--- config.mk ---
export PLATFORM = sky130hd
export DESIGN_NAME = flag_register_unit
export DESIGN_NICKNAME = d
export VERILOG_FILES = /design/src/rtl/flag_register_unit.sv
export SDC_FILE = /design/constraint.sdc
export NUM_CORES = 1
export LEC_CHECK = 0
export CORE_MARGIN = 1.5
export CORE_UTILIZATION = 30
export CTS_CLUSTER_SIZE = 40
export DETAILED_ROUTE_END_ITERATION = 16
export PLACE_DENSITY = 0.78
export SLEW_MARGIN = 20
export SYNTH_ARGS = -nofsm -noshare
export SYNTH_HDL_FRONTEND = slang
export SYNTH_SLANG_ARGS = --single-unit
--- constraint.sdc ---
create_clock -name clk -period 2.4 [get_ports clk]
set_input_delay 0.48 -clock clk [delete_from_list [all_inputs] [get_ports clk]]
set_output_delay 0.48 -clock clk [all_outputs]
set_load 0.005 [all_outputs]
--- src/rtl/flag_register_unit.sv ---
// Architectural condition-code register {Z,N,C,V}: derives flags from ALU results,
// forwards the next value combinationally, and keeps a one-entry save/restore shadow.
module flag_register_unit #(
   parameter int         DATA_WIDTH  = 32,
   parameter logic [3:0] RESET_FLAGS = 4'b0000
) (
   input  logic                  clk,
   input  logic                  reset,
   input  logic [DATA_WIDTH-1:0] alu_result,
   input  logic                  alu_carry,
   input  logic                  alu_overflow,
   input  logic                  shifter_carry,
   input  logic                  op_is_logical,
   input  logic                  set_flags,
   input  logic                  flags_wr_en,
   input  logic [3:0]            flags_wr_data,
   input  logic                  save,
   input  logic                  restore,
   input  logic                  stall,
   input  logic                  flush,
   output logic [3:0]            flags_out,
   output logic [3:0]            flags_fwd,
   output logic                  shadow_valid
);

   logic [3:0] r_flags;
   logic [3:0] r_shadow;
   logic       r_shadow_valid;

   logic [3:0] w_new_alu;
   logic [3:0] w_next;
   logic       w_restore_hit;

   always_comb begin
      w_new_alu[3] = (alu_result == '0);
      w_new_alu[2] = alu_result[DATA_WIDTH-1];
      // Logical ops take C from the shifter and leave V untouched.
      w_new_alu[1] = op_is_logical ? shifter_carry : alu_carry;
      w_new_alu[0] = op_is_logical ? r_flags[0] : alu_overflow;
   end

   assign w_restore_hit = restore & r_shadow_valid;

   always_comb begin
      w_next = r_flags;
      if (stall)
         w_next = r_flags;
      else if (w_restore_hit)
         w_next = r_shadow;
      else if (flags_wr_en)
         w_next = flags_wr_data;
      else if (set_flags && !flush)
         w_next = w_new_alu;
   end

   always_ff @(posedge clk) begin
      if (reset) begin
         r_flags        <= RESET_FLAGS;
         r_shadow       <= 4'b0000;
         r_shadow_valid <= 1'b0;
      end else if (!stall) begin
         r_flags <= w_next;
         // Save captures the pre-update flags; with a concurrent restore this is a swap.
         if (save) begin
            r_shadow       <= r_flags;
            r_shadow_valid <= 1'b1;
         end else if (w_restore_hit) begin
            r_shadow_valid <= 1'b0;
         end
      end
   end

   assign flags_out    = r_flags;
   assign flags_fwd    = reset ? RESET_FLAGS : w_next;
   assign shadow_valid = r_shadow_valid;

endmodule

Word-level counts from Yosys, hierarchy flattened
Cells that the tools add are included.
{"block": "op_classes", "mux": 9, "n_reduce_logical": 6, "bitwise_logic": 2}
{"cell": "$logic_not A32 Y1", "count": 1}
{"cell": "$mux W4", "count": 5}
{"cell": "$mux W1", "count": 4}
{"cell": "$reduce_and A2 Y1", "count": 2}
{"cell": "$reduce_bool A2 Y1", "count": 1}
{"cell": "$and A1 B1 Y1", "count": 1}
{"cell": "$logic_and A1 B1 Y1", "count": 1}
{"cell": "$logic_not A1 Y1", "count": 1}
{"cell": "$not A1 Y1", "count": 1}
{"block": "word_totals", "wordCells": 20, "out_inout_bits": 9, "inputBits": 48, "register_bits": 9}

Logic depth before layout (Yosys ltp)
Gate-level depths: netlist of the first run.
{"block": "depth", "ltp_word": 7, "mapped_depth": 5}

Least setup slack after synthesis of the first run
OpenSTA, ideal clock, no wires.
{"block": "synth_timing", "kind": "input to output", "start": "in restore", "end": "out flags_fwd[3]", "path_buffers": 1, "arrival_ns": 1.592, "setup_slack_ns": 0.328, "stages": 5, "path_cell_list": "and2_4 > buf_6 > or4_4 > nor4_4 > o31a_1"}
{"block": "synth_between", "elab_chain_cells": 4}
{"element": "start, declared", "line": "18", "text": "input logic restore,"}
{"element": "$and A1 B1 Y1", "line": "42", "text": "assign w_restore_hit = restore & r_shadow_valid;"}
{"element": "$mux W4", "line": "48", "text": "else if (w_restore_hit)"}
{"element": "$mux W4", "line": "46", "text": "if (stall)"}
{"element": "$mux W4", "line": "74", "text": "assign flags_fwd = reset ? RESET_FLAGS : w_next;"}
{"element": "end, declared", "line": "22", "text": "output logic [3:0] flags_fwd,"}
Every way passes these cells.

Worst setup path in the final report of the first run
{"block": "layout_timing", "start": "in alu_result[24]", "end": "reg r_flags[3], in the netlist flags_out[3]"}
{"block": "layout_between", "elab_chain_cells": 5}
{"element": "start, declared", "line": "9", "text": "input logic [DATA_WIDTH-1:0] alu_result,"}
{"element": "$logic_not A32 Y1", "line": "35", "text": "w_new_alu[3] = (alu_result == '0);"}
{"element": "$mux W4", "line": "52", "text": "else if (set_flags && !flush)"}
{"element": "$mux W4", "line": "50", "text": "else if (flags_wr_en)"}
{"element": "$mux W4", "line": "48"}
{"element": "$mux W4", "line": "46"}
{"element": "end signal, assigned", "line": "62", "text": "r_flags <= w_next;"}
{"element": "end, declared", "line": "26", "text": "logic [3:0] r_flags;"}
Every way passes these cells.
A chain may end at the register's enable or synchronous reset.

==> results of run 1 <==
## state kept, by name, summed over array words and instances, names as in the netlist
register,count
flags_out,4
r_shadow,4
shadow_valid,1
## final timing paths
path,cells after the start,to,from
setup / recovery,14,flags_out[3]$_SDFFE_PP0N_,alu_result[24]
hold / removal,2,r_shadow[0]$_SDFFE_PP0P_,r_shadow[0]$_SDFFE_PP0P_
setup reg to reg,13,flags_out[3]$_SDFFE_PP0N_,shadow_valid$_SDFFE_PP0P_
hold reg to reg,2,r_shadow[0]$_SDFFE_PP0P_,r_shadow[0]$_SDFFE_PP0P_
## timing repair
action / in CTS / in global routing
pin swaps: 14 / 5
setup buffers: 10 / 2
endpoints found under the setup margin: 4 / 4
gates resized for setup: 57 / 9
## synth_stat cells
master / instances
sky130_fd_sc_hd__nand2_1: 6
sky130_fd_sc_hd__buf_6: 1
sky130_fd_sc_hd__inv_1: 5
sky130_fd_sc_hd__a22oi_1: 1
sky130_fd_sc_hd__nor2b_1: 2
sky130_fd_sc_hd__mux2_1: 1
sky130_fd_sc_hd__o21ai_1: 1
sky130_fd_sc_hd__nor2_1: 6
sky130_fd_sc_hd__o21a_1: 1
sky130_fd_sc_hd__nand4_2: 1
sky130_fd_sc_hd__mux2i_1: 5
sky130_fd_sc_hd__a21oi_1: 6
sky130_fd_sc_hd__a221oi_1: 4
sky130_fd_sc_hd__dfxtp_1: 9
sky130_fd_sc_hd__o311ai_0: 1
sky130_fd_sc_hd__nor4_4: 1
sky130_fd_sc_hd__a21o_1: 1
sky130_fd_sc_hd__o41ai_1: 2
sky130_fd_sc_hd__o21ai_0: 1
sky130_fd_sc_hd__and2_4: 1
sky130_fd_sc_hd__nand3b_1: 1
sky130_fd_sc_hd__o31a_1: 2
sky130_fd_sc_hd__or4_4: 1
sky130_fd_sc_hd__nand2b_1: 2
sky130_fd_sc_hd__clkbuf_1: 4
sky130_fd_sc_hd__nor3_1: 1
sky130_fd_sc_hd__nand4_1: 1
sky130_fd_sc_hd__nor4_1: 7
sky130_fd_sc_hd__or2b_1: 1
sky130_fd_sc_hd__or4_1: 1
## per-layer routing
metal	track usage, %	up-vias
met5	0	-
met4	7.143	0
met1	24.57	405
met2	42.92	54
li1	-	446
met3	7.055	4
## placed cells by master (no fill, tap or decap), types with 2 or more instances in the layout
cell	Yosys	routed
sky130_fd_sc_hd__dlygate4sd2_1	0	35
sky130_fd_sc_hd__mux2i_1	5	5
sky130_fd_sc_hd__o41ai_1	2	2
sky130_fd_sc_hd__o31a_1	2	2
sky130_fd_sc_hd__nor2_1	6	6
sky130_fd_sc_hd__a221oi_1	4	4
sky130_fd_sc_hd__clkbuf_2	0	4
sky130_fd_sc_hd__nand2_1	6	6
sky130_fd_sc_hd__buf_4	0	21
sky130_fd_sc_hd__nor4_2	0	6
sky130_fd_sc_hd__dfxtp_1	9	8
sky130_fd_sc_hd__clkbuf_4	0	3
sky130_fd_sc_hd__inv_1	5	5
sky130_fd_sc_hd__a21oi_1	6	6
sky130_fd_sc_hd__clkdlybuf4s50_1	0	14
## power by group
part	switching (mW)	internal, mW	total (mW)
sequential	0.00629	0.158	0.164
combinational	0.0588	0.0973	0.156
clock	0.0496	0.0639	0.113
## cell families after synthesis
kind of cell           after synthesis  share of synthesized area, %
AND/OR/NAND/NOR                     32                         32.01
AO/OA/AOI/OAI                       20                         22.47
buffers and inverters               10                         7.157
flip-flops                           9                         28.63
multiplexers                         6                         9.742
## worst reg2reg max path, stage by stage (launching register included)
cell and delay (ps):
sky130_fd_sc_hd__dfxtp_2 320, sky130_fd_sc_hd__and2_4 150, sky130_fd_sc_hd__or4_4 520, sky130_fd_sc_hd__nor4_4 240, sky130_fd_sc_hd__buf_4 150, sky130_fd_sc_hd__buf_4 90
sky130_fd_sc_hd__buf_4 90, sky130_fd_sc_hd__buf_4 80, sky130_fd_sc_hd__buf_4 90, sky130_fd_sc_hd__buf_4 90, sky130_fd_sc_hd__buf_4 90, sky130_fd_sc_hd__buf_4 90
sky130_fd_sc_hd__buf_4 90, sky130_fd_sc_hd__o31a_1 110
## final cells by class
class                   instances  share of cell area, %
multi-input cells              58                  33.33
clock buffers                   4                  1.897
flip-flops and latches          9                  13.10
repair buffers                 78                  47.88
well taps                      27                  2.439
inverters                       5                  1.355
## stage by stage
stage	TNS [ps]	utilization [%]	cell area (µm²)	worst slack [ps]	instances
global placement	-1540	65.63	1287	-516.0	167
detailed placement	-1617	65.63	1287	-563.9	167
CTS	0	71.24	1398	8.213	180
floorplan	0	-	629.4	328.4	77
global route	0	70.60	1385	16.66	181
finish	0	70.60	1385	137.0	181
==> results.md, run 1 <==
- 57 I/O pins were placed.
- The total number of yosys warnings is 0.
- The fmax is 441.9 MHz.
- In the final layout, the multi-input gates occupy 461.7 µm².
- The initial detailed-routing violation count is 9.
- The die is 48.80 µm tall.
- The remaining max-slew budget at the tightest pin is 76.42%.
- Detailed routing placed a total of 263 µm of wire on met3.
- The worst setup path is captured at a register.
- Synthesis handed over a netlist of 77 instances.
- For this run the aggregate overflow at the end of global routing stands at 0.
- The critical path class is in -> reg.
- The tightest hold path in the finished design has a slack of 514.7 ps.
- The number of antenna cells inserted is 0.
- The tool flagged a number of max-cap violations equal to 0.
- The die footprint is 2381 µm².
- In this design, the critical path's most frequently occurring cell is sky130_fd_sc_hd__buf_4.
- The number of hold buffers added after CTS was 0.
- The routed layout has 909 vias.
- The post-detailed-route wirelength per cell is 13.87 µm.
- The number of failing hold endpoints at the final stage is 0.
- In the routed layout, each cell is associated on average with a via count of 5.022.
- For the pin with the worst max-slew slack, the measured transition is 353.2 ps.
- The clock arrives with 1.135 ps of skew.
- The total of buffers placed on input and output ports is 56.
- The TritonCTS sink count is 9.
- Together, buffers and inverters on the worst path number 10.
- The run finished with clean final reports.
- The clock edge transition at the registers on the reported setup and hold paths is 60 ps.
- The cell type with the highest aggregate area in the netlist is sky130_fd_sc_hd__dfxtp_1.
- The internal reg-to-reg setup slack is 150 ps.
- Counting along the longest clock path gives a buffer depth of 2.
- The starting density of the core is 32.08%.
- In this run the number of H-tree levels came out at 1.
- The highest net fanout along the worst path is 2.
- In this run the worst hold path is classified as reg -> reg.
- The latest clock arrival within the worst-skew pair is 250 ps.
- In this run, synthesis produced a sequential element count of 9.
- The number of global-route vias before repair is 980.
- The worst ir drop on vdd is 230.7 µV.
- The worst path needs 2263 ps of the cycle, external delays included.
- The total setup violations reported at the end of the flow is 0.
- In this run the cell area of the synthesized design comes to 629.4 µm².
- The number of cell rows is 16.
- The share of post-route cells with drive strength above 1 is 28.57%.
- After the last flow step, the layout net total stands at 203.
- A synthesized cell averages 8.173 µm².
- Walking the worst path, the cells encountered are dlygate4sd2_1 > nor4_2 > nand4_2 > nor4_4 > buf_4 > buf_4 > buf_4 > buf_4 > buf_4 > buf_4 > buf_4 > buf_4 > buf_4 > o31a_1.
- The CTS tree is yes.
- The gate family responsible for the most delay along the worst path is buffers and inverters.
- The power density over cell area is 313.1 nW/µm².
- The number of fill cells is 170.
- When the netlist entered floorplanning its net count stood at 125.
- Summed over all nets, wire length on met2 after detailed routing comes to 1260 µm.
- The largest net degree at the start of global routing is 11.
- The data arrival time of the critical path is 2460 ps.
- The first-pass GRT wire length is 4360 µm.
- Relative to the synthesized area, the layout overhead comes to 120.1%.
- The completed layout was analyzed and its total power is 0.4336 mW.
- After layout, the worst path uses 94.29% of the clock period.
- The sequential cell area is 181.4 µm².
- Summing the sequential cell areas from Yosys gives 28.63% of the chip area.
- Buffers inserted during clock tree synthesis total 3.
- The slowest stage of the critical path is the sky130_fd_sc_hd__nor4_2 cell.
- The number of antenna violations at the first check in global routing is 0.
- The data required time at the worst endpoint is 2600 ps.
- In the routed design, unresolved DRC markers number 0.
- Summed over all layers, the routed wires come to 2510 µm.
- Yosys attributes the largest share of cell area to sky130_fd_sc_hd__dfxtp_1 (29%), sky130_fd_sc_hd__mux2i_1 (8.0%), sky130_fd_sc_hd__nor4_1 (7.0%).
- The wire length on met1 is 961 µm.
- The final number of max-transition violations is 0.
- The core region is 1962 µm².
- STA classifies the critical path startpoint as a primary input.
- The first detailed-routing pass took 5 iterations.
- The share of synthesized area in the top cell type comes to 28.63%.
- The die span in x is 48.80 µm.
- On the worst path, the slowest cell contributes a delay of 300 ps.
- The detailed router used layers up to and including met4.
- The detailed-placement wirelength estimate is 1930 µm.
- The count of nets left with antenna violations after detail routing is 0.
- The overall global routing resource usage is 23.04%.
- Setup repair after global routing left no endpoint under its margin.
- Routability-driven placement finished with a final weighted congestion of 0.7550.
- The distinct cell type count after synthesis is 30.
- The tree is rooted in a sky130_fd_sc_hd__clkbuf_4.
- The standby leakage power is 0.6414 nW.
(Power assumes the default switching activity.)
==> run 2: changes to the inputs <==
--- a/config.mk
+++ b/config.mk
@@ -14,3 +14,4 @@
 export SYNTH_ARGS = -nofsm -noshare
 export SYNTH_HDL_FRONTEND = slang
 export SYNTH_SLANG_ARGS = --single-unit
+export TNS_END_PERCENT = 10
==> results.md, run 2 (synthesized netlist as in run 1, its figures left out) <==
- The flow ran to the end, and the final reports show no timing, DRC or antenna violations.
- The highest net fanout along the worst path is 9 (+7).
- TritonCTS built the clock tree.
- The fmax was 434.7 MHz (-1.6%).
- The gate family responsible for the most delay along the worst path is buffers and inverters.
- The final design utilization is 70.85% (+0.26 points).
- The number of failing hold endpoints at the final stage is 0 (unchanged).
- The number of antenna cells inserted is 0 (unchanged).
- In the layout the commonest cells are sky130_fd_sc_hd__dlygate4sd2_1 (35), sky130_fd_sc_hd__buf_4 (21), sky130_fd_sc_hd__clkdlybuf4s50_1 (14).
- The data arrival time of the critical path is 1820 ps (-640 ps).
- The worst ir drop on vdd is 230.8 µV (about the same).
- The number of nets in the finished design is 203 (unchanged).
- The area growth from synthesis to layout is 120.9%.
- The largest clock skew in the final design is 1.135 ps (unchanged).
- The share of post-route cells with drive strength above 1 is 27.92% (-0.65 points).
- The slowest cell on the critical path is sky130_fd_sc_hd__or4_1.
- The floorplan die height is 48.80 µm (unchanged).
- The count of nets left with antenna violations after detail routing is 0 (unchanged).
- The min-delay analysis places its worst path in the category reg -> reg.
- The kind of start point of the critical path is a primary input.
- The overall global routing resource usage came to 23.04% (unchanged).
- The post-detailed-route DRC marker count is 0 (unchanged).
- The clock edge transition at the registers on the reported setup and hold paths is 60 ps (about the same).
- The number of fill cells came to 169 (-0.59%).
- The largest net degree at the start of global routing was 11 (unchanged).
- The die span in x is 48.80 µm (unchanged).
- The standby leakage power was 0.6416 nW (about the same).
- The final estimated routing congestion in global placement is 0.7550 (unchanged).
- The total setup violations reported at the end of the flow is 0 (unchanged).
- The total global routing overflow is 0 (unchanged).
- The number of buffer and inverter instances along the worst setup path came to 3 (-7).
- The buffer type at the clock tree root is sky130_fd_sc_hd__clkbuf_4.
- The level count of the clock H-tree is 1 (unchanged).
- The final number of max-transition violations came to 0 (unchanged).
- The remaining max-slew budget at the tightest pin is 76.42% (about the same).
- The largest incremental delay on the critical path is 510 ps (+210 ps).
- The starting density of the core was 32.08% (unchanged).
- The detailed-placement wirelength estimate is 1930 µm (unchanged).
- The total vias in the final route was 907 (-0.22%).
- The total iterations of the first detailed-routing run came to 5 (unchanged).
- The final period demand of the worst path came to 2300 ps (+37.24 ps).
- The data required time at the worst endpoint is 1920 ps (-680 ps).
- The reported max-cap violation count is 0 (unchanged).
- Setup repair after global routing could not meet its margin everywhere.
- The total of buffers placed on input and output ports was 56 (unchanged).
- The latest clock arrival within the worst-skew pair is 250 ps (about the same).
- The TritonCTS sink count is 9 (unchanged).
- The area of the core is 1962 µm² (unchanged).
- The measured slew at the worst slew-check pin is 353.1 ps (-0.004530 ps).
- The die footprint is 2381 µm² (unchanged).
- The number of primary I/O pins is 57 (unchanged).
- The library cell used most frequently in the layout, excluding fill and tap cells, is sky130_fd_sc_hd__dlygate4sd2_1.
- The number of antenna violations at the first check in global routing is 0 (unchanged).
- The multi-input combinational cell area is 461.7 µm² (unchanged).
- The post-detailed-route wirelength per cell is 13.86 µm (about the same).
- The critical path is of the in -> out type.
- The critical path goes through dlygate4sd2_1 > buf_6 > or4_1 > nand4_1 > a221oi_1 > clkdlybuf4s15_1.
- The total CTS buffers is 3 (unchanged).
- The sort of element at the end of the critical path is a primary output.
- The sequential cell area is 181.4 µm² (unchanged).
- The maximum clock insertion buffer count came to 2 (unchanged).
- The post-detailed-route via-to-cell ratio was 5.011 (-0.22%).
- The number of buffers inserted by hold repair at cts is 0 (unchanged).
- The initial detailed-routing violation count was 9 (unchanged).
- The number of global-route vias before repair was 980 (unchanged).
- The number of cell rows came to 16 (unchanged).
- The power density over cell area is 312.4 nW/µm² (-0.23%).
- The total wirelength of the detailed-routed design is 2509 µm (about the same).
- The post-route clock period utilization was 95.84% (+1.6 points).
- The total power of the final layout is 0.4342 mW (+0.13%).
- The first-pass GRT wire length was 4360 µm (unchanged).
## run 2: cell count changes in the layout (fill, tap and decap cells not counted), sizes merged
cell / change
clkbuf: -1
clkdlybuf4s15: +1
## run 2: final timing paths
kind | from | to | slack [ps] | depth (start not counted)
hold reg to reg | r_shadow[0]$_SDFFE_PP0P_ | r_shadow[0]$_SDFFE_PP0P_ | 510 | 2
hold / removal | r_shadow[0]$_SDFFE_PP0P_ | r_shadow[0]$_SDFFE_PP0P_ | 510 | 2
setup reg to reg | shadow_valid$_SDFFE_PP0P_ | flags_out[3]$_SDFFE_PP0N_ | 150 | 13
setup / recovery | flags_wr_en | flags_fwd[0] | 100 | 6
## run 2: metrics by stage
step / hold slack, ps / instances / setup slack (ps) / cell area [µm²] / setup TNS [ps]
final: 514.7 / 181 / 99.73 / 1390 / 0
after global routing: 547.4 / 181 / -10.62 / 1390 / -10.62
after CTS: 517.2 / 180 / 8.213 / 1398 / 0
after detailed placement: 493.3 / 167 / -563.9 / 1287 / -1617
after global placement: 476.6 / 167 / -516.0 / 1287 / -1540
after floorplan: 460.5 / 77 / 328.4 / 629.4 / 0
## run 2: power breakdown
part	internal, mW	total, mW	switching (mW)	leakage, nW
Combinational	0.0979	0.157	0.0587	0.552
Sequential	0.158	0.164	0.00629	0.0741
Clock	0.0639	0.113	0.0496	0.0150
Total	0.320	0.434	0.115	0.642
## run 2: tightest hold or removal path: stages (launching register included)
cell                      delay, ps
sky130_fd_sc_hd__dfxtp_1        330
sky130_fd_sc_hd__mux2i_1         70
sky130_fd_sc_hd__nor2_1          80
## run 2: repair_timing
item | CTS | global route
gates resized for setup | 57 | 8
setup endpoints to repair | 4 | 4
pin swaps | 14 | 5
setup buffers | 10 | 2
## run 2: metal layers
metal | vias to the layer above | share of wire [%] | GRT usage, %
li1 | 446 | - | -
met1 | 403 | 38 | 24.57
met2 | 54 | 50 | 42.92
met3 | 4 | 10 | 7.055
met4 | 0 | 1.0 | 7.143
met5 | - | 0 | 0
## run 2: final cells by class
cell class | count | share of cell area, %
inverters | 5 | 1.350
clock buffers | 4 | 1.890
well taps | 27 | 2.430
repair buffers | 78 | 48.06
flip-flops and latches | 9 | 13.05
multi-input cells | 58 | 33.21
